## src/rtl/quad_encoder_gen_pkg.sv

```systemverilog
// rtl/quad_encoder_gen_pkg.sv - shared constants, phase encoding and FSM states for the quadrature encoder emulator
package quad_encoder_gen_pkg;

  localparam int CLK_FREQ         = 10_000_000;
  localparam int PPR              = 408;
  localparam int EDGES_PER_REV    = PPR * 4;
  localparam int PERIOD_K_DEFAULT = CLK_FREQ * 60 / EDGES_PER_REV;
  localparam int DIV_STEPS        = 32;

  // {A,B} levels; forward order is 00 -> 10 -> 11 -> 01
  localparam logic [1:0] PH_00 = 2'b00;
  localparam logic [1:0] PH_10 = 2'b10;
  localparam logic [1:0] PH_11 = 2'b11;
  localparam logic [1:0] PH_01 = 2'b01;

  typedef enum logic [1:0] {
    ST_IDLE = 2'd0,
    ST_DIV  = 2'd1,
    ST_LOAD = 2'd2
  } cmd_state_t;

  function automatic logic [1:0] next_phase(input logic [1:0] ab, input logic rev);
    logic [1:0] nxt;
    nxt = PH_00;
    case (ab)
      PH_00:   nxt = rev ? PH_01 : PH_10;
      PH_10:   nxt = rev ? PH_00 : PH_11;
      PH_11:   nxt = rev ? PH_10 : PH_01;
      default: nxt = rev ? PH_11 : PH_00;
    endcase
    return nxt;
  endfunction

endpackage

```

## src/rtl/quad_encoder_gen_if.sv

```systemverilog
// rtl/quad_encoder_gen_if.sv - RPM command handshake bundle
interface quad_encoder_gen_if #(
  parameter int DATA_WIDTH = 16
);
  logic                         cmd_valid_i;
  logic                         cmd_ready_o;
  logic signed [DATA_WIDTH-1:0] cmd_rpm_i;

  modport master (output cmd_valid_i, output cmd_rpm_i, input cmd_ready_o);
  modport slave  (input cmd_valid_i, input cmd_rpm_i, output cmd_ready_o);
endinterface

```

## src/rtl/quad_encoder_gen_seq_divider.sv

```systemverilog
// rtl/quad_encoder_gen_seq_divider.sv - unsigned restoring divider, 32-bit dividend, one quotient bit per clock
module quad_encoder_gen_seq_divider
  import quad_encoder_gen_pkg::*;
#(
  parameter int DIVISOR_WIDTH = 17
) (
  input  logic                     clk,
  input  logic                     rstn,
  input  logic                     start,
  input  logic [31:0]              dividend,
  input  logic [DIVISOR_WIDTH-1:0] divisor,
  output logic                     done,
  output logic [31:0]              quotient
);

  localparam int CW = $clog2(DIV_STEPS + 1);

  logic [31:0]              quo;
  logic [DIVISOR_WIDTH-1:0] rem;
  logic [DIVISOR_WIDTH-1:0] dvs;
  logic [CW-1:0]            cnt;
  logic [DIVISOR_WIDTH:0]   shifted;
  logic [DIVISOR_WIDTH+1:0] trial;

  // extra top bit of trial is the borrow: set means the divisor did not fit
  assign shifted  = {rem, quo[31]};
  assign trial    = {1'b0, shifted} - {2'b00, dvs};
  assign quotient = quo;

  always_ff @(posedge clk or negedge rstn) begin
    if (!rstn) begin
      quo  <= '0;
      rem  <= '0;
      dvs  <= '0;
      cnt  <= '0;
      done <= 1'b0;
    end else begin
      done <= 1'b0;
      if (start) begin
        quo <= dividend;
        rem <= '0;
        dvs <= divisor;
        cnt <= CW'(DIV_STEPS);
      end else if (cnt != '0) begin
        quo <= {quo[30:0], ~trial[DIVISOR_WIDTH+1]};
        rem <= trial[DIVISOR_WIDTH+1] ? shifted[DIVISOR_WIDTH-1:0] : trial[DIVISOR_WIDTH-1:0];
        cnt <= cnt - 1'b1;
        if (cnt == CW'(1)) done <= 1'b1;
      end
    end
  end

endmodule

```

## src/rtl/quad_encoder_gen.sv

```systemverilog
// rtl/quad_encoder_gen.sv - RPM command to quadrature A/B waveform and signed edge position
module quad_encoder_gen
  import quad_encoder_gen_pkg::*;
#(
  parameter int DATA_WIDTH   = 16,
  parameter int PERIOD_K     = 367647,
  parameter int PERIOD_WIDTH = 20
) (
  input  logic               clk,
  input  logic               rstn,
  input  logic               enable_i,
  quad_encoder_gen_if.slave  cmd,
  output logic               enc_a_o,
  output logic               enc_b_o,
  output logic signed [31:0] pos_o,
  output logic               running_o
);

  localparam logic [PERIOD_WIDTH-1:0] PERIOD_MAX = '1;

  cmd_state_t              state, state_nxt;
  logic                    cmd_fire, cmd_dir;
  logic [DATA_WIDTH:0]     rpm_ext, cmd_mag;
  logic                    div_start, div_done, shadow_we;
  logic [31:0]             div_q;
  logic [PERIOD_WIDTH-1:0] clamped, load_period;
  logic [PERIOD_WIDTH-1:0] shadow_period, active_period, cnt;
  logic                    shadow_dir, active_dir, terminal, step_rev;

  assign cmd.cmd_ready_o = (state == ST_IDLE);
  assign cmd_fire        = cmd.cmd_valid_i && cmd.cmd_ready_o;
  assign rpm_ext         = {cmd.cmd_rpm_i[DATA_WIDTH-1], cmd.cmd_rpm_i};
  assign cmd_mag         = rpm_ext[DATA_WIDTH] ? (~rpm_ext + 1'b1) : rpm_ext;

  quad_encoder_gen_seq_divider #(.DIVISOR_WIDTH(DATA_WIDTH + 1)) u_div (
    .clk      (clk),
    .rstn     (rstn),
    .start    (div_start),
    .dividend (32'(PERIOD_K)),
    .divisor  (cmd_mag),
    .done     (div_done),
    .quotient (div_q)
  );

  always_comb begin
    clamped = div_q[PERIOD_WIDTH-1:0];
    if (div_q == '0) clamped = PERIOD_WIDTH'(1);
    else if (div_q > 32'(PERIOD_MAX)) clamped = PERIOD_MAX;
  end

  // the quotient is written straight from DIV on done; LOAD only serves the zero-speed path
  always_comb begin
    state_nxt   = state;
    div_start   = 1'b0;
    shadow_we   = 1'b0;
    load_period = '0;
    case (state)
      ST_IDLE: if (cmd_fire) begin
        if (cmd_mag == '0) state_nxt = ST_LOAD;
        else begin
          state_nxt = ST_DIV;
          div_start = 1'b1;
        end
      end
      ST_DIV: if (div_done) begin
        state_nxt   = ST_IDLE;
        shadow_we   = 1'b1;
        load_period = clamped;
      end
      ST_LOAD: begin
        state_nxt = ST_IDLE;
        shadow_we = 1'b1;
      end
      default: state_nxt = ST_IDLE;
    endcase
  end

  always_ff @(posedge clk or negedge rstn) begin
    if (!rstn) begin
      state   <= ST_IDLE;
      cmd_dir <= 1'b0;
    end else begin
      state <= state_nxt;
      if (cmd_fire) cmd_dir <= cmd.cmd_rpm_i[DATA_WIDTH-1];
    end
  end

  // a stop command keeps the running direction for the final step
  assign terminal  = (cnt == active_period - 1'b1);
  assign step_rev  = (shadow_period != '0) ? shadow_dir : active_dir;
  assign running_o = (active_period != '0) && enable_i;

  always_ff @(posedge clk or negedge rstn) begin
    if (!rstn) begin
      shadow_period <= '0;
      shadow_dir    <= 1'b0;
      active_period <= '0;
      active_dir    <= 1'b0;
      cnt           <= '0;
      enc_a_o       <= 1'b0;
      enc_b_o       <= 1'b0;
      pos_o         <= '0;
    end else begin
      if (shadow_we) begin
        shadow_period <= load_period;
        shadow_dir    <= cmd_dir;
      end
      if (active_period == '0) begin
        active_period <= shadow_period;
        active_dir    <= shadow_dir;
        cnt           <= '0;
      end else if (enable_i) begin
        if (terminal) begin
          cnt                <= '0;
          active_period      <= shadow_period;
          active_dir         <= shadow_dir;
          {enc_a_o, enc_b_o} <= next_phase({enc_a_o, enc_b_o}, step_rev);
          pos_o              <= step_rev ? pos_o - 32'sd1 : pos_o + 32'sd1;
        end else begin
          cnt <= cnt + 1'b1;
        end
      end
    end
  end

endmodule

```

## src/flat_wrapper.sv

```systemverilog
// flat-port wrapper written by rule: the top's interface ports become plain ports
module quad_encoder_gen_flat import quad_encoder_gen_pkg::*;
#(
  parameter int DATA_WIDTH   = 16,
  parameter int PERIOD_K     = 367647,
  parameter int PERIOD_WIDTH = 20
)
  (clk, rstn, enable_i, enc_a_o, enc_b_o, pos_o, running_o, cmd_cmd_valid_i, cmd_cmd_rpm_i, cmd_cmd_ready_o);
  quad_encoder_gen_if #(.DATA_WIDTH(DATA_WIDTH)) cmd_i ();
  input  logic clk;
  input  logic rstn;
  input  logic enable_i;
  output logic enc_a_o;
  output logic enc_b_o;
  output logic signed [31:0] pos_o;
  output logic running_o;
  input wire logic [$bits(cmd_i.cmd_valid_i)-1:0] cmd_cmd_valid_i;
  input wire logic [$bits(cmd_i.cmd_rpm_i)-1:0] cmd_cmd_rpm_i;
  output wire logic [$bits(cmd_i.cmd_ready_o)-1:0] cmd_cmd_ready_o;
  assign cmd_i.cmd_valid_i = cmd_cmd_valid_i;
  assign cmd_i.cmd_rpm_i = cmd_cmd_rpm_i;
  assign cmd_cmd_ready_o = cmd_i.cmd_ready_o;
  quad_encoder_gen #(.DATA_WIDTH(DATA_WIDTH), .PERIOD_K(PERIOD_K), .PERIOD_WIDTH(PERIOD_WIDTH)) u_core (.clk(clk), .rstn(rstn), .enable_i(enable_i), .cmd(cmd_i), .enc_a_o(enc_a_o), .enc_b_o(enc_b_o), .pos_o(pos_o), .running_o(running_o));
endmodule
```

## config.mk

```make
export PLATFORM = sky130hd
export DESIGN_NAME = quad_encoder_gen_flat
export DESIGN_NICKNAME = d
export VERILOG_FILES = /design/src/rtl/quad_encoder_gen_pkg.sv /design/src/rtl/quad_encoder_gen_if.sv /design/src/rtl/quad_encoder_gen_seq_divider.sv /design/src/rtl/quad_encoder_gen.sv /design/src/flat_wrapper.sv
export SDC_FILE = /design/constraint.sdc
export NUM_CORES = 1
export LEC_CHECK = 0
export ABC_AREA = 0
export ABC_CLOCK_PERIOD_IN_PS = 11000
export CAP_MARGIN = 40
export CORE_AREA = 2 2 193 195
export CTS_CLUSTER_DIAMETER = 200
export DETAILED_ROUTE_END_ITERATION = 12
export DIE_AREA = 0 0 195 197
export GPL_TIMING_DRIVEN = 1
export PLACE_DENSITY = 0.5
export SLEW_MARGIN = 40
export SYNTH_ARGS = -nofsm -noshare
export SYNTH_HDL_FRONTEND = slang
export SYNTH_SLANG_ARGS = --single-unit
```

## constraint.sdc

```tcl
create_clock -name clk -period 11 [get_ports clk]
set_clock_uncertainty 0.15 [all_clocks]
set_input_delay 1.1 -clock clk [delete_from_list [all_inputs] [get_ports clk]]
set_output_delay 1.1 -clock clk [all_outputs]
set_load 0.02 [all_outputs]
```

Word-level counts from Yosys, hierarchy flattened
Index checks and enable logic that the tools add are counted.
- add/sub/neg operators: 7
- $lt $le $gt $ge: 1
- equality and inequality tests: 8
- muxes and demuxes: 40
- bitwise logic cells: 3
- reductions and logical operators: 16
- operators with widths (cell ; count):
    two-way mux 20 bit ; 10
    two-way mux 32 bit ; 3
    two-way mux 17 bit ; 4
    nonzero test 20 bit ; 2
    adder 32 x 2 -> 32 bit, second input constant ; 1
    > comparator 32 x 20 -> 1 bit, second input constant ; 1
    zero test 32 bit ; 1
    subtractor 32 x 2 -> 32 bit, second input constant ; 1
    adder 20 x 1 -> 20 bit, second input constant ; 1
    equality test 20 bit ; 1
    zero test 20 bit ; 1
    subtractor 20 x 1 -> 20 bit, second input constant ; 1
    subtractor 18 x 17 -> 19 bit ; 1
    adder 17 x 1 -> 17 bit, second input constant ; 1
    zero test 17 bit ; 1
    inverter 17 bit ; 1
    two-way mux 2 bit ; 7
    two-way mux 6 bit ; 2
    two-way mux 1 bit ; 11
    equality test 2 bit, second input constant ; 3
    equality test 6 x 1 -> 1 bit, second input constant ; 1
    one-hot mux 2 bit (3 select lines) ; 1
    nonzero test 2 bit ; 3
    nonzero test 6 bit ; 1
    10 further kinds ; 15
- register bits: 172
- bits of input ports: 20
- output and inout bits: 36
- logic and storage cells: 90

Logic depth before layout (Yosys ltp)
- depth in word-level cells: 8
- gate-level depth with buffers: 15
- gate-level depth less buffers: 15

Hierarchy
A second synthesis with hierarchy kept.
- cells, all modules: 1208
- area total of the unflattened synthesis: 10867.9 µm²
- modules (own cells, without submodules) (module ; times used ; cells each ; area an instance (µm²) ; sequential area each (µm²)):
    quad_encoder_gen ; 1 ; 750 ; 6657.6 ; 2477.4
    quad_encoder_gen_seq_divider ; 1 ; 458 ; 4210.3 ; 1826.8

Worst setup path before layout
Ideal clock, no wire load.
- path type: register -> register
- start: register u_core.shadow_period[10]
- end: register u_core.pos_o[25]
- setup time: 0.125 ns
- data arrival time: 3.919 ns
- data required time: 10.725 ns
- setup slack: 6.806 ns
- cell stages (with the launch flop): 15
- buffers on the path: 0
- period minus slack after synthesis: 4.194 ns
- cell sequence: dfrtp_1 nor4_1 nand3_1 nor2_1 mux2_2 ha_1 o211ai_1 o21ai_0 o2111ai_1 and2_1 o21ai_0 a41oi_1 o311ai_0 xor2_1 mux2_2
- cells in the longest elaborated chain, start to end: 3
- RTL lines (item ; RTL line ; source):
    from (decl) ; quad_encoder_gen.sv:27 ; logic [PERIOD_WIDTH-1:0] shadow_period, active_period, cnt;
    from (signal assigned) ; quad_encoder_gen.sv:105 ; shadow_period <= load_period;
    nonzero test 20 bit ; quad_encoder_gen.sv:90 ; assign step_rev = (shadow_period != '0) ? shadow_dir : active_dir;
    two-way mux 1 bit ; quad_encoder_gen.sv:90 ;
    two-way mux 32 bit ; quad_encoder_gen.sv:118 ; pos_o <= step_rev ? pos_o - 32'sd1 : pos_o + 32'sd1;
    to (signal assigned) ; quad_encoder_gen.sv:118 ;
    to (decl) ; quad_encoder_gen.sv:15 ; output logic signed [31:0] pos_o,
No other way between the ends.
A chain may end at the register's enable or synchronous reset.

Worst setup path in the final report
- start: register u_core.shadow_period[14]
- end: register u_core.pos_o[25]
Same word-level chain as after synthesis.

==> results.py <==
metrics = {
    "timing": {
        "hold_violations": 0,
        "rsz0062_at_grt": "no",
        "finalSetupViolations": 0,
        "setup-tns-final_ns": 0,
        "max_freq_mhz": 201,
        "holdWs_ns": 0.325,
        "period_share": 0.453,
        "layout_setup_ws_ns": 6.02,
        "period_minus_slack_ns": 4.98,
        "worst_pin_slew_ns": 0.728,
        "maxSlewHeadroom": 0.513,
        "slew_violations": 0,
    },
    "grt": {
        "antenna_found_initial": 0,
        "grt_overflow": 0,
        "grt_pass1_vias": 8460,
        "grt_use_total": 0.135,
        "grt_pass1_wl_um": 42900,
        "grt_max_degree": 77,
    },
    "synth": {
        "ys_seq_area_frac": 0.399,
        "syn-cell-area_sq_um": 10800,
        "synth_enable_flop_cells": 0,
        "synth_cell_types": 70,
        "synthArstFlopShare": 1.00,
        "synthCells": 1166,
        "syn_avg_cell_area_sq_um": 9.25,
        "ys.warnings.count": 0,
        "synth_fp_nets": 1247,
        "synth_seq_cells": 172,
        "synth_ff_type": "dfrtp_1",
    },
    "die": {
        "dieArea_sq_um": 38400,
        "io_pins": 56,
        "rows": 70,
        "dieHeight_um": 197,
        "coreArea_sq_um": 36300,
        "die_w_um": 195,
        "start_util": 0.297,
    },
    "place": {
        "place_congestion": 0.771,
        "post-place-ws_ns": 5.83,
        "place_hpwl_um": 17100,
        "post_dp_cell_area_sq_um": 11800,
        "port_buffers": 55,
        "placedCellCount": 1651,
    },
    "cells_and_area": {
        "multi_input_area_sq_um": 6140,
        "synthToLayoutAreaGrowth_pct": 15.1,
        "fin_area_sq_um": 12400,
        "final_nets": 1283,
        "layout_commonest_cell": "dfrtp_1",
        "stdcell_count": 1683,
        "ff_latch_area_sq_um": 4300,
        "final_cell_mix": "dfrtp_1, nand2_1, nor2_1",
        "diodes": 0,
        "drive_above_1_share": 0.0971,
        "fill_cells": 3761,
    },
    "cts": {
        "clkTransAtPathRegs_ns": 0.07,
        "cts_tree": "done",
        "cts_htree_levels": 4,
        "root_buffer": "clkbuf_16",
        "ctsHoldBuffers": 0,
        "clock_sinks": 172,
        "cts_made_buffers": 17,
        "cts.repair.resized": 0,
        "clk_path_buf_depth": 2,
        "cts_setup_buffers": 0,
        "clk_latency_ns": 0.43,
    },
    "detailed_routing": {
        "wl_per_cell_um": 14.6,
        "drc_errors": 0,
        "drt_pass1_iterations": 5,
        "ant_nets": 0,
        "vias": 8412,
        "vias_per_cell": 5.00,
        "routed_wl_um": 24600,
        "drtIter0Drc": 518,
    },
    "flow_run": {
        "max_cap_violations": 0,
    },
    "critical_path": {
        "startpoint_type": "register",
        "end_kind": "register",
        "cp_max_fo": 37,
        "critical_path_class": "register to register",
        "cp.arrival_ns": 5.16,
        "cp.required_ns": 11.17,
    },
    "pwr": {
        "power_density_nw_per_um2": 270,
        "p_leak_nw": 5.63,
        "ir_drop_mv": 0.209,
    },
    "worst_hold_path": {
        "hold_class": "register to register",
    },
    "run_status": {
        "status": "completed",
    },
}
critical path, cell delays in order, from the launching register on:
cell       delay (ns)
dfrtp_1          0.39
nor4_1           0.37
nand3_1          0.17
nor2_1           0.17
mux2_4           0.50
ha_1             0.43
o211ai_1         0.11
o21ai_0          0.39
o2111ai_1        0.27
and2_1           0.25
o21ai_0          0.47
a41oi_1          0.35
o311ai_0         0.47
xor2_1           0.11
mux2_2           0.27
final timing paths:
check	start	to	slack (ns)	cells after the start
worst max-delay path	u_core.shadow_period[14]$_DFFE_PN0P_	u_core.pos_o[25]$_DFFE_PN0P_	6.02	14
worst min-delay path	u_core.pos_o[31]$_DFFE_PN0P_	u_core.pos_o[31]$_DFFE_PN0P_	0.32	1
worst max register to register	u_core.shadow_period[14]$_DFFE_PN0P_	u_core.pos_o[25]$_DFFE_PN0P_	6.02	14
worst min register to register	u_core.pos_o[31]$_DFFE_PN0P_	u_core.pos_o[31]$_DFFE_PN0P_	0.32	1
max in group asynchronous	rstn	u_core.u_div.rem[5]$_DFFE_PN0P_	9.26	2
min in group asynchronous	rstn	u_core.cnt[17]$_DFFE_PN0P_	0.47	1
layer usage:
layer  GRT usage  vias up  routed length, um
li1            -     4216                  -
met1       0.184     4077              12300
met2       0.223      101              11500
met3      0.0202       18                563
met4      0.0348        0                250
met5           0        -                  0
per-stage QoR:
stage / power (mW) / utilization
final: 3.35 / 0.342
after global routing: 3.67 / 0.342
after CTS: 3.39 / 0.342
after detailed placement: 2.73 / 0.325
after global placement: 2.71 / 0.325
after floorplan: 2.35 / -
cells by family after synthesis:
kind of cell	after synthesis	synth area share
AOI/OAI and AO/OA	273	0.164
xor gates and xnor gates	101	0.0820
adders and majority gates	61	0.0721
buffers and inverters	87	0.0336
DFF	172	0.399
muxes	64	0.0663
and+or+nand+nor	408	0.183
synthesized netlist by cell type, drive strengths merged (11+ instances only):
library cell / n / area share
clkbuf: 35 / 0.012
inv: 40 / 0.014
dfrtp: 172 / 0.40
nand2: 136 / 0.047
nor4: 17 / 0.011
xnor2: 69 / 0.056
o21a: 13 / 0.0090
buf: 12 / 0.0075
nand4: 11 / 0.0064
mux2: 57 / 0.060
a211oi: 19 / 0.017
nand3: 17 / 0.0079
o21ai: 68 / 0.032
o211ai: 11 / 0.0077
a31oi: 12 / 0.0070
o22ai: 15 / 0.0087
a21oi: 74 / 0.035
nor2: 104 / 0.036
xor2: 32 / 0.026
and2: 25 / 0.014
ha: 59 / 0.068
a21o: 17 / 0.012
nor3: 28 / 0.013
or3: 13 / 0.0075
nor2b: 13 / 0.0075
nand2b: 14 / 0.0081
flip-flops by register name, summed over array words and instances (netlist names):
| signal | cells |
|---|---|
| u_core.active_period | 20 |
| u_core.state | 2 |
| u_core.shadow_dir | 1 |
| u_core.cnt | 20 |
| u_core.shadow_period | 20 |
| u_core.pos_o | 32 |
| u_core.enc_a_o | 1 |
| u_core.u_div.quotient | 32 |
| u_core.active_dir | 1 |
| u_core.u_div.done | 1 |
| u_core.enc_b_o | 1 |
| u_core.u_div.dvs | 17 |
| u_core.u_div.rem | 17 |
| u_core.cmd_dir | 1 |
| u_core.u_div.cnt | 6 |
cell type report:
class                      instances  area share
tap                              468      0.0472
sequential                       172       0.347
timing repair buffer              64      0.0508
clock inverter                    13      0.0123
clock buffer                      19      0.0365
inverter                          40      0.0121
multi-input combinational        907       0.494
report_power, final:
part           switching [mW]  total [mW]  internal [mW]
logic                   0.996        1.76          0.763
clock network           0.278       0.631          0.353
registers               0.151       0.957          0.807
No activity file was read; power rests on OpenSTA's default activity.
